[src/rtl/xdelay_ctrl_pkg.sv]
// Shared channel definitions for the summing delay line and its controller.
// Holds the controller state encoding, the delay line pipe depth and the DMAX helper.
package xdelay_ctrl_pkg;

  typedef enum logic [1:0] {
    ST_IDLE = 2'd0,
    ST_FILL = 2'd1,
    ST_RUN  = 2'd2
  } xdelay_state_e;

  localparam int unsigned XDELAY_PIPE = 2;

  // Largest delay that still keeps the read pointer behind the write wrap.
  function automatic int unsigned xdelay_dmax(input int unsigned dbits);
    return (32'd1 << dbits) - 32'd2;
  endfunction

endpackage

[src/rtl/xdelay_ctrl.sv]
// Delay configuration and output-valid sequencing for the circular-buffer summing delay line.
// Clamps register writes to the safe range and masks the line output until it is refilled.
module xdelay_ctrl
  import xdelay_ctrl_pkg::*;
#(
  parameter int unsigned DBITS = 5,
  parameter int unsigned DMIN  = 1,
  parameter int unsigned DMAX  = xdelay_dmax(DBITS),
  parameter int unsigned PIPE  = XDELAY_PIPE
) (
  input  logic             clk,
  input  logic             rst_n,
  input  logic             enable,
  input  logic             cfg_wr,
  input  logic [DBITS-1:0] cfg_delay,
  input  logic             cfg_clr,
  output logic             cfg_ack,
  output logic [DBITS-1:0] xdelay,
  output logic             dout_valid,
  output logic             busy,
  output logic             clamp_err,
  output logic [7:0]       chg_cnt
);

  localparam int unsigned      CW     = DBITS + 1;
  localparam logic [DBITS-1:0] DMIN_V = DBITS'(DMIN);
  localparam logic [DBITS-1:0] DMAX_V = DBITS'(DMAX);
  localparam logic [CW-1:0]    PIPE_V = CW'(PIPE);

  xdelay_state_e    state_q, state_d;
  logic [CW-1:0]    cnt_q, cnt_d;
  logic [DBITS-1:0] xdelay_q, xdelay_d;
  logic             cfg_ack_q, cfg_ack_d;
  logic             dout_valid_q, dout_valid_d;
  logic             busy_q, busy_d;
  logic             clamp_err_q, clamp_err_d;
  logic [7:0]       chg_cnt_q, chg_cnt_d;
  logic [DBITS-1:0] eff_c;
  logic             clamped_c;

  // Clamp the requested delay into the range the line can serve.
  always_comb begin
    eff_c = cfg_delay;
    if (cfg_delay < DMIN_V) begin
      eff_c = DMIN_V;
    end else if (cfg_delay > DMAX_V) begin
      eff_c = DMAX_V;
    end
    clamped_c = (eff_c != cfg_delay);
  end

  always_comb begin
    state_d     = state_q;
    cnt_d       = cnt_q;
    xdelay_d    = xdelay_q;
    cfg_ack_d   = 1'b0;
    clamp_err_d = clamp_err_q;
    chg_cnt_d   = chg_cnt_q;

    case (state_q)
      ST_IDLE: begin
        if (enable) begin
          state_d = ST_FILL;
          cnt_d   = CW'(xdelay_q) + PIPE_V;
        end
      end
      ST_FILL: begin
        if (!enable) begin
          state_d = ST_IDLE;
        end else if (cnt_q <= CW'(1)) begin
          state_d = ST_RUN;
        end else begin
          cnt_d = cnt_q - CW'(1);
        end
      end
      ST_RUN: begin
        if (!enable) begin
          state_d = ST_IDLE;
        end
      end
      default: state_d = ST_IDLE;
    endcase

    // A write always takes effect and restarts the fill, whatever the state.
    if (cfg_wr) begin
      xdelay_d  = eff_c;
      cfg_ack_d = 1'b1;
      if (chg_cnt_q != 8'hFF) begin
        chg_cnt_d = chg_cnt_q + 8'd1;
      end
      if (enable) begin
        state_d = ST_FILL;
        cnt_d   = CW'(eff_c) + PIPE_V;
      end else begin
        state_d = ST_IDLE;
      end
    end

    // Setting the sticky flag takes priority over a same-cycle clear.
    if (cfg_wr && clamped_c) begin
      clamp_err_d = 1'b1;
    end else if (cfg_clr) begin
      clamp_err_d = 1'b0;
    end

    busy_d       = (state_d == ST_FILL);
    dout_valid_d = (state_d == ST_RUN);
  end

  always_ff @(posedge clk) begin
    if (!rst_n) begin
      state_q      <= ST_IDLE;
      cnt_q        <= '0;
      xdelay_q     <= DMIN_V;
      cfg_ack_q    <= 1'b0;
      dout_valid_q <= 1'b0;
      busy_q       <= 1'b0;
      clamp_err_q  <= 1'b0;
      chg_cnt_q    <= '0;
    end else begin
      state_q      <= state_d;
      cnt_q        <= cnt_d;
      xdelay_q     <= xdelay_d;
      cfg_ack_q    <= cfg_ack_d;
      dout_valid_q <= dout_valid_d;
      busy_q       <= busy_d;
      clamp_err_q  <= clamp_err_d;
      chg_cnt_q    <= chg_cnt_d;
    end
  end

  assign cfg_ack    = cfg_ack_q;
  assign xdelay     = xdelay_q;
  assign dout_valid = dout_valid_q;
  assign busy       = busy_q;
  assign clamp_err  = clamp_err_q;
  assign chg_cnt    = chg_cnt_q;

endmodule

[config.mk]
export PLATFORM = sky130hd
export DESIGN_NAME = xdelay_ctrl
export DESIGN_NICKNAME = d
export VERILOG_FILES = /design/src/rtl/xdelay_ctrl_pkg.sv /design/src/rtl/xdelay_ctrl.sv
export SDC_FILE = /design/constraint.sdc
export NUM_CORES = 1
export LEC_CHECK = 0
export BUFFER_PORTS_ARGS = -buffer_cell sky130_fd_sc_hd__buf_2
export CAP_MARGIN = 10
export CORE_MARGIN = 8
export CORE_UTILIZATION = 55
export CTS_CLUSTER_SIZE = 16
export DETAILED_ROUTE_END_ITERATION = 10
export PLACE_DENSITY = 0.87
export RECOVER_POWER = 50
export SLEW_MARGIN = 20
export SYNTH_ARGS = -nofsm -noshare
export SYNTH_HDL_FRONTEND = slang
export SYNTH_SLANG_ARGS = --single-unit
[constraint.sdc]
create_clock -name clk -period 1.86 [get_ports clk]
set_clock_uncertainty 0.05 [all_clocks]
set_input_delay 0.093 -clock clk [delete_from_list [all_inputs] [get_ports clk]]
set_output_delay 0.093 -clock clk [all_outputs]
set_load 0.02 [all_outputs]
==> results.md, run 1 <==
- Post-route DRC: 0
- Core footprint: about 2700 um^2
- # IOs: 27
- Post-route antenna net violation count: 0
- Vias: 1411
- Worst slew pin tran: a little over 0.6 ns
- Cell Pwr Density: approximately 660 nW/um^2
- Register share of total power: 0.548
- Post-Synthesis Cell Area: 1530 um^2
- Post-CTS Setup Inserts: 0
- Slowest cell on crit path: dfxtp_1
- Comb power frac: 0.226
- Post-layout min period: ~1.7 ns
- Grt met1 use: 0.221
- Psw: roughly 0.36 mW
- Top_reg_cell synth: dfxtp_1
- Antenna Cells: 0
- Die X: between 60 and 70 um
- Detailed router's first-iteration violation count: 83
- Placed Area: between 1500 and 2000 um^2
- Max VDD drop: between 600 and 700 uV
- Int Pwr: between 0.7 and 0.8 mW
- Worst slew margin: 0.592
- RSZ-0062 raised after global routing: no
- Hold buffer count at cts: 0
- Max Cap Violations: 0
- Reg clk slew, reported paths: about 0.15 ns
- Number of gates resized after CTS: 0
- Worst setup EP type: register
- Post-Synthesis Cells: about 180
- M2 GR Usage: 0.243
- FFs w/ async S/R, synth: 0
- Clock buffer depth: 2
- Startpoint class of the critical path: register
- Max-slew violation count: 0
- Non-Filler Instances: about 230
- First-pass GRT wire length: approximately 5800 um
- Number of port buffers: 26
- Status: complete, no violations
- Post-Place Cells: ~230
- Clk Latency, worst-skew pair: around 0.31 ns
- Routed WL per cell: 15.2 um
- Flop-to-flop setup slack: approximately 0.14 ns
- Initial Util: 0.565
- GRT overflow: 0
- Cell variety after synth: between 50 and 60
- Most frequent cells in the layout: 25 x dfxtp_1, 15 x clkbuf_1, 14 x nand2_1, 13 x inv_1, 12 x nor2_1
- Setup Viol. Count Final: 0
- Seq/Total Area, Yosys: 0.327
- Fin. Hold Viols: 0
- Overall global routing resource usage: 0.158
- Synthesis-stage register bit count: 25
- Fin nets: between 200 and 250
- Post-route cell area: roughly 1700 um^2
- Grt met3 use: 0.0210
- CP max FO: 6
- Post-synth EDFFs: 0
- Slowest stage delay, CP: between 0.4 and 0.5 ns
- Total CTS buffers: 3
- Critical path class: register to register
- GPL Wtd Cong: about 0.94
- WHS: 0.0320 ns
- Crit path DAT: ~1.9 ns
- GR peak layer: met2
- Crit-path cells: inv_1, ha_1, o21ba_4, and4b_1, o21ai_1, a221oi_2
- Initial antenna violation count: 0
- Synthesized area per cell: ~8.5 um^2
- TritonCTS clock tree: built
- # rows: 19
- H-tree depth: 1
- Setup TNS: 0 ns
- Max Fclk: 583 MHz
- WP data required: about 2.1 ns
- Net Count, Synth: between 150 and 200
- Initial DRT Pass Iterations: 4
- Pin count of the biggest net entering global routing: 19
- CTS root buf: clkbuf_4
- FILL cells: 260
- Commonest non-fill, non-tap cell in the layout: dfxtp_1
- Clock power frac: 0.226
- Vias in the first global route: roughly 1.2k
- Syn-to-layout area delta: 8.67%
- Vias/cell: 6.06
- Routed WL: 3550 um
- Hold WC Path Type: input port to register
- Clk sinks: 25
- Chip Height: just under 70 um
- Die ar.: roughly 4700 um^2
- Cell leakage power: between 0.6 and 0.7 nW
- Share of layout cells above drive strength 1: 0.119
- HPWL Detailed: approximately 2800 um
- Sw Share: 0.322
- Period utilization: 0.922
- Syn. warnings: 0
-- cell type report --
class	instances	area, um^2	area share
clock buffer	3	22.5	0.0135
clock inverter	1	5.00	0.00301
inverter	13	48.8	0.0293
multi-input combinational	133	928	0.558
sequential	25	500	0.301
tap	31	38.8	0.0233
timing repair buffer	27	119	0.0715
-- logic make-up (layout without fill, tap and decap cells) --
family / count (synthesis) / after routing / synth area share
simple gates: 59 / 59 / 0.219
buf+inv: 21 / 44 / 0.0646
mux: 5 / 5 / 0.0335
flops: 25 / 25 / 0.327
xor+xnor: 5 / 5 / 0.0286
compound gates: 57 / 57 / 0.270
fa+ha+maj: 7 / 7 / 0.0572
-- path summary, 6_finish.rpt --
| path | start | endpoint | depth (start not counted) |
|---|---|---|---|
| setup / recovery | cnt_q[0]$_SDFF_PN0_ | cnt_q[5]$_SDFF_PN0_ | 6 |
| hold / removal | cfg_clr | clamp_err$_SDFFE_PN0P_ | 3 |
| setup reg to reg | cnt_q[0]$_SDFF_PN0_ | cnt_q[5]$_SDFF_PN0_ | 6 |
| hold reg to reg | chg_cnt[1]$_SDFFE_PN0P_ | chg_cnt[1]$_SDFFE_PN0P_ | 2 |
-- flip-flops by register name, summed over array words and instances (netlist names) --
name / flops
chg_cnt: 8
cnt_q: 6
xdelay: 5
state_q: 2
busy: 1
cfg_ack: 1
clamp_err: 1
dout_valid: 1
-- through the flow --
step                      utilization  setup WS (ns)  total power, mW
after floorplan                     -          0.305            0.800
after global routing            0.614        0.00518             1.16
after detailed placement        0.611          0.184            0.867
final                           0.614          0.145             1.10
after global placement          0.611          0.230            0.862
after CTS                       0.621          0.163             1.11
-- cell usage after synthesis (2+ instances only) --
cell / n / share of area
dfxtp_1: 25 / 0.33
nand4_1: 3 / 0.012
nor2b_1: 3 / 0.012
nor3_1: 5 / 0.016
xnor2_1: 2 / 0.011
clkbuf_1: 2 / 0.0049
buf_6: 2 / 0.015
a211o_1: 2 / 0.011
o21ai_0: 11 / 0.036
and4_1: 3 / 0.017
xor2_1: 3 / 0.017
mux2i_1: 4 / 0.026
nand2_1: 14 / 0.034
buf_2: 4 / 0.013
nand3_1: 5 / 0.016
a21oi_1: 9 / 0.029
inv_1: 13 / 0.032
a21o_1: 3 / 0.015
a31oi_1: 7 / 0.029
ha_1: 7 / 0.057
nor3b_1: 2 / 0.0098
nor2_1: 12 / 0.029
a211oi_1: 4 / 0.020
-- critical path, delay by kind of cell (launching register included) --
kind,cells,cell delay (ns)
buffers and inverters,1,0.10
and+or+nand+nor,1,0.24
AOI/OAI and AO/OA,3,0.56
adders and majority gates,1,0.25
DFF,1,0.44
-- power by group through the flow --
stage	Clock (mW)	Combinational [mW]	Sequential, mW
after floorplan	0	0.176	0.624
after global placement	0	0.250	0.613
after detailed placement	0	0.253	0.614
after CTS	0.252	0.254	0.603
after global routing	0.276	0.275	0.609
final	0.248	0.249	0.604
-- layer usage --
metal  vias to the layer above  share of wire
met3                         2          0.055
met5                         -              0
met2                        38           0.46
li1                        715              -
met4                         0          0.012
met1                       656           0.47
Power figures use the tool's default switching activity.
==> inputs of run 2 (changes only) <==
- ABC_AREA: default -> 1
==> results.md, run 2 <==
- Status: complete, no violations
- Int Pwr: about 0.74 mW
- Commonest non-fill, non-tap cell in the layout: nand2_1
- Pin count of the biggest net entering global routing: 21
- Total power: about 1.1 mW
- HPWL Detailed: ~2800 um
- Post-CTS Setup Inserts: 0
- Detailed router's first-iteration violation count: between 50 and 60
- Cell variety after synth: 27
- Sequential Area: roughly 500 um^2
- Most common library cells after synthesis: 55 x nand2_1, 39 x inv_1, 25 x dfxtp_1
- Hold WC Path Type: input port to register
- CTS root buf: clkbuf_4
- Psw: ~0.37 mW
- Chip Height: 69.1 um
- Reg2reg end: cnt_q[4]$_SDFF_PN0_
- Max Fclk: 624 MHz
- Post-route DRC: 0
- Post-Synthesis Cells: around 240
- Cell leakage power: 0.841 nW
- Initial Util: 0.572
- Most instantiated library cell after synthesis: nand2_1
- FILL cells: 266
- Routed WL: ~3600 um
- Setup Viol. Count Final: 0
- Synthesis-stage register bit count: 25
- Post-synth top area share: 0.323
- Post-layout min period: roughly 1.6 ns
- Net Count, Synth: 259
- WP data required: slightly above 2 ns
- Clock buffer depth: 2
- GPL Wtd Cong: between 0.9 and 1
- Post-route cell area: 1710 um^2
- Top_reg_cell synth: dfxtp_1
- Post-route antenna net violation count: 0
- Antenna Cells: 0
- Placed Area: 1690 um^2
- Vias/cell: 5.28
- Vias: 1578
- Slowest stage delay, CP: ~0.35 ns
- FFs w/ async S/R, synth: 0
- H-tree depth: 1
- Hold Crit Depth: 3
- Critical path class: register to register
- First-pass GRT wire length: 6560 um
- Initial antenna violation count: 0
- Reg clk slew, reported paths: 0.14 ns
- Most frequent CP cell: nand2_1
- Fin nets: 286
- Worst slew pin tran: 0.825 ns
- Syn. warnings: 0
- Die X: ~70 um
- Number of port buffers: 26
- Vias in the first global route: between 1.5k and 2k
- Setup TNS: 0 ns
- CP max FO: 5
- Period utilization: 0.862
- Worst setup EP type: register
- Slowest cell on crit path: dfxtp_1
- Routed WL per cell: around 12 um
- Register share of total power: 0.536
- Max Cap Violations: 0
- Max-slew violation count: 0
- GRT overflow: 0
- Clk Latency, worst-skew pair: about 0.32 ns
- Number of flip-flops in the largest register: 8
- Worst slew margin: 0.450
- Worst Hold Path EP: xdelay[4]$_SDFFE_PN0P_
- Share of layout cells above drive strength 1: 0.0970
- # rows: 19
- # IOs: 27
- Max VDD drop: around 590 uV
- Fin. Hold Viols: 0
- Initial DRT Pass Iterations: 5
- Post-synth EDFFs: 0
- Core footprint: between 2000 and 3000 um^2
- Hold path startpoint: cfg_delay[4]
- Die ar.: approximately 4800 um^2
- RR Startpoint: cnt_q[0]$_SDFF_PN0_
- Cell Pwr Density: roughly 650 nW/um^2
- Reg2Reg Depth: 10
- Startpoint class of the critical path: register
- Syn-to-layout area delta: 10.3%
- WHS: 0.0480 ns
- RSZ-0062 raised after global routing: no
- Flop-to-flop setup slack: 0.26 ns
- Crit-path cells: inv_1, ha_1, inv_1, nor2_1, nand2_1, nand2_1, nand2_1, o21ai_0, a21oi_1, nor2_1
- Total CTS buffers: 3
- Most frequent cells in the layout: 55 x nand2_1, 39 x inv_1, 25 x dfxtp_1, 24 x nor2_1, 20 x nand3_1
- Clock power frac: 0.222
- Synthesized area per cell: 6.41 um^2
- Crit path DAT: 1.82 ns
- Overall global routing resource usage: 0.155
- Multi-input logic area: 860 um^2
- Post-synth top area cell: dfxtp_1
- Post-Synthesis Cell Area: between 1500 and 2000 um^2
- TritonCTS clock tree: built
- Largest cells by area after synthesis: dfxtp_1 32%, nand2_1 13%, inv_1 9.4%
- Sw Share: 0.337
- Comb power frac: 0.243
- Clk sinks: 25
- Seq/Total Area, Yosys: 0.323
==> run 2: power by group through the flow <==
stage | combinational, mW | clock [mW] | sequential, mW
2_1_floorplan | 0.181 | 0 | 0.617
3_3_place_gp | 0.262 | 0 | 0.604
3_5_place_dp | 0.268 | 0 | 0.605
4_1_cts | 0.271 | 0.248 | 0.594
5_1_grt | 0.311 | 0.275 | 0.599
6_report | 0.269 | 0.246 | 0.594
==> run 2: how the worst max path moves through the flow <==
stage | startpoint | end
floorplan | chg_cnt[0]$_SDFFE_PN0P_ | chg_cnt[7]$_SDFFE_PN0P_
global placement | cnt_q[0]$_SDFF_PN0_ | cnt_q[1]$_SDFF_PN0_
detailed placement | cnt_q[0]$_SDFF_PN0_ | cnt_q[1]$_SDFF_PN0_
CTS | cnt_q[0]$_SDFF_PN0_ | cnt_q[0]$_SDFF_PN0_
global route | cnt_q[1]$_SDFF_PN0_ | cnt_q[1]$_SDFF_PN0_
finish | cnt_q[0]$_SDFF_PN0_ | cnt_q[4]$_SDFF_PN0_
==> run 2: cell type report <==
type	instances	share of cell area
inverter	43	0.0944
multi-input combinational	169	0.503
clock buffer	3	0.0132
sequential	25	0.293
timing repair buffer	27	0.0710
clock inverter	1	0.00293
tap	31	0.0227
==> run 2: cells by family after synthesis <==
family,count (synthesis),synth area share
AND/OR/NAND/NOR,114,0.325
AO/OA/AOI/OAI,48,0.173
buffers and inverters,48,0.123
flip-flops,25,0.323
adder cells (fa/ha/maj),7,0.0565
==> run 2: timing repair <==
| action | 4_1_cts | 5_1_grt |
|---|---|---|
| hold endpoints to repair | 1 | 0 |
| hold buffers | 1 | 0 |
| resized for setup | 0 | 0 |
==> run 2: metal layers <==
layer	wire [um]	GRT usage	up-vias
met5	0	0	-
met4	31	0.0524	0
met3	254	0.0458	5
met2	1710	0.257	49
met1	1600	0.184	690
li1	-	-	834
==> run 2: metrics by stage <==
stage / std cells / utilization / setup WS (ns)
after global placement: 294 / 0.624 / 0.394
after floorplan: 242 / - / 0.380
final: 299 / 0.631 / 0.257
after detailed placement: 294 / 0.624 / 0.321
after CTS: 299 / 0.638 / 0.297
after global routing: 299 / 0.631 / 0.0880
==> run 2: critical path: cells and delay by family (launching register included) <==
kind            cells  cell delay, ns
flops               1            0.35
fa+ha+maj           1            0.21
compound gates      2            0.24
buf+inv             2            0.21
simple gates        5            0.48
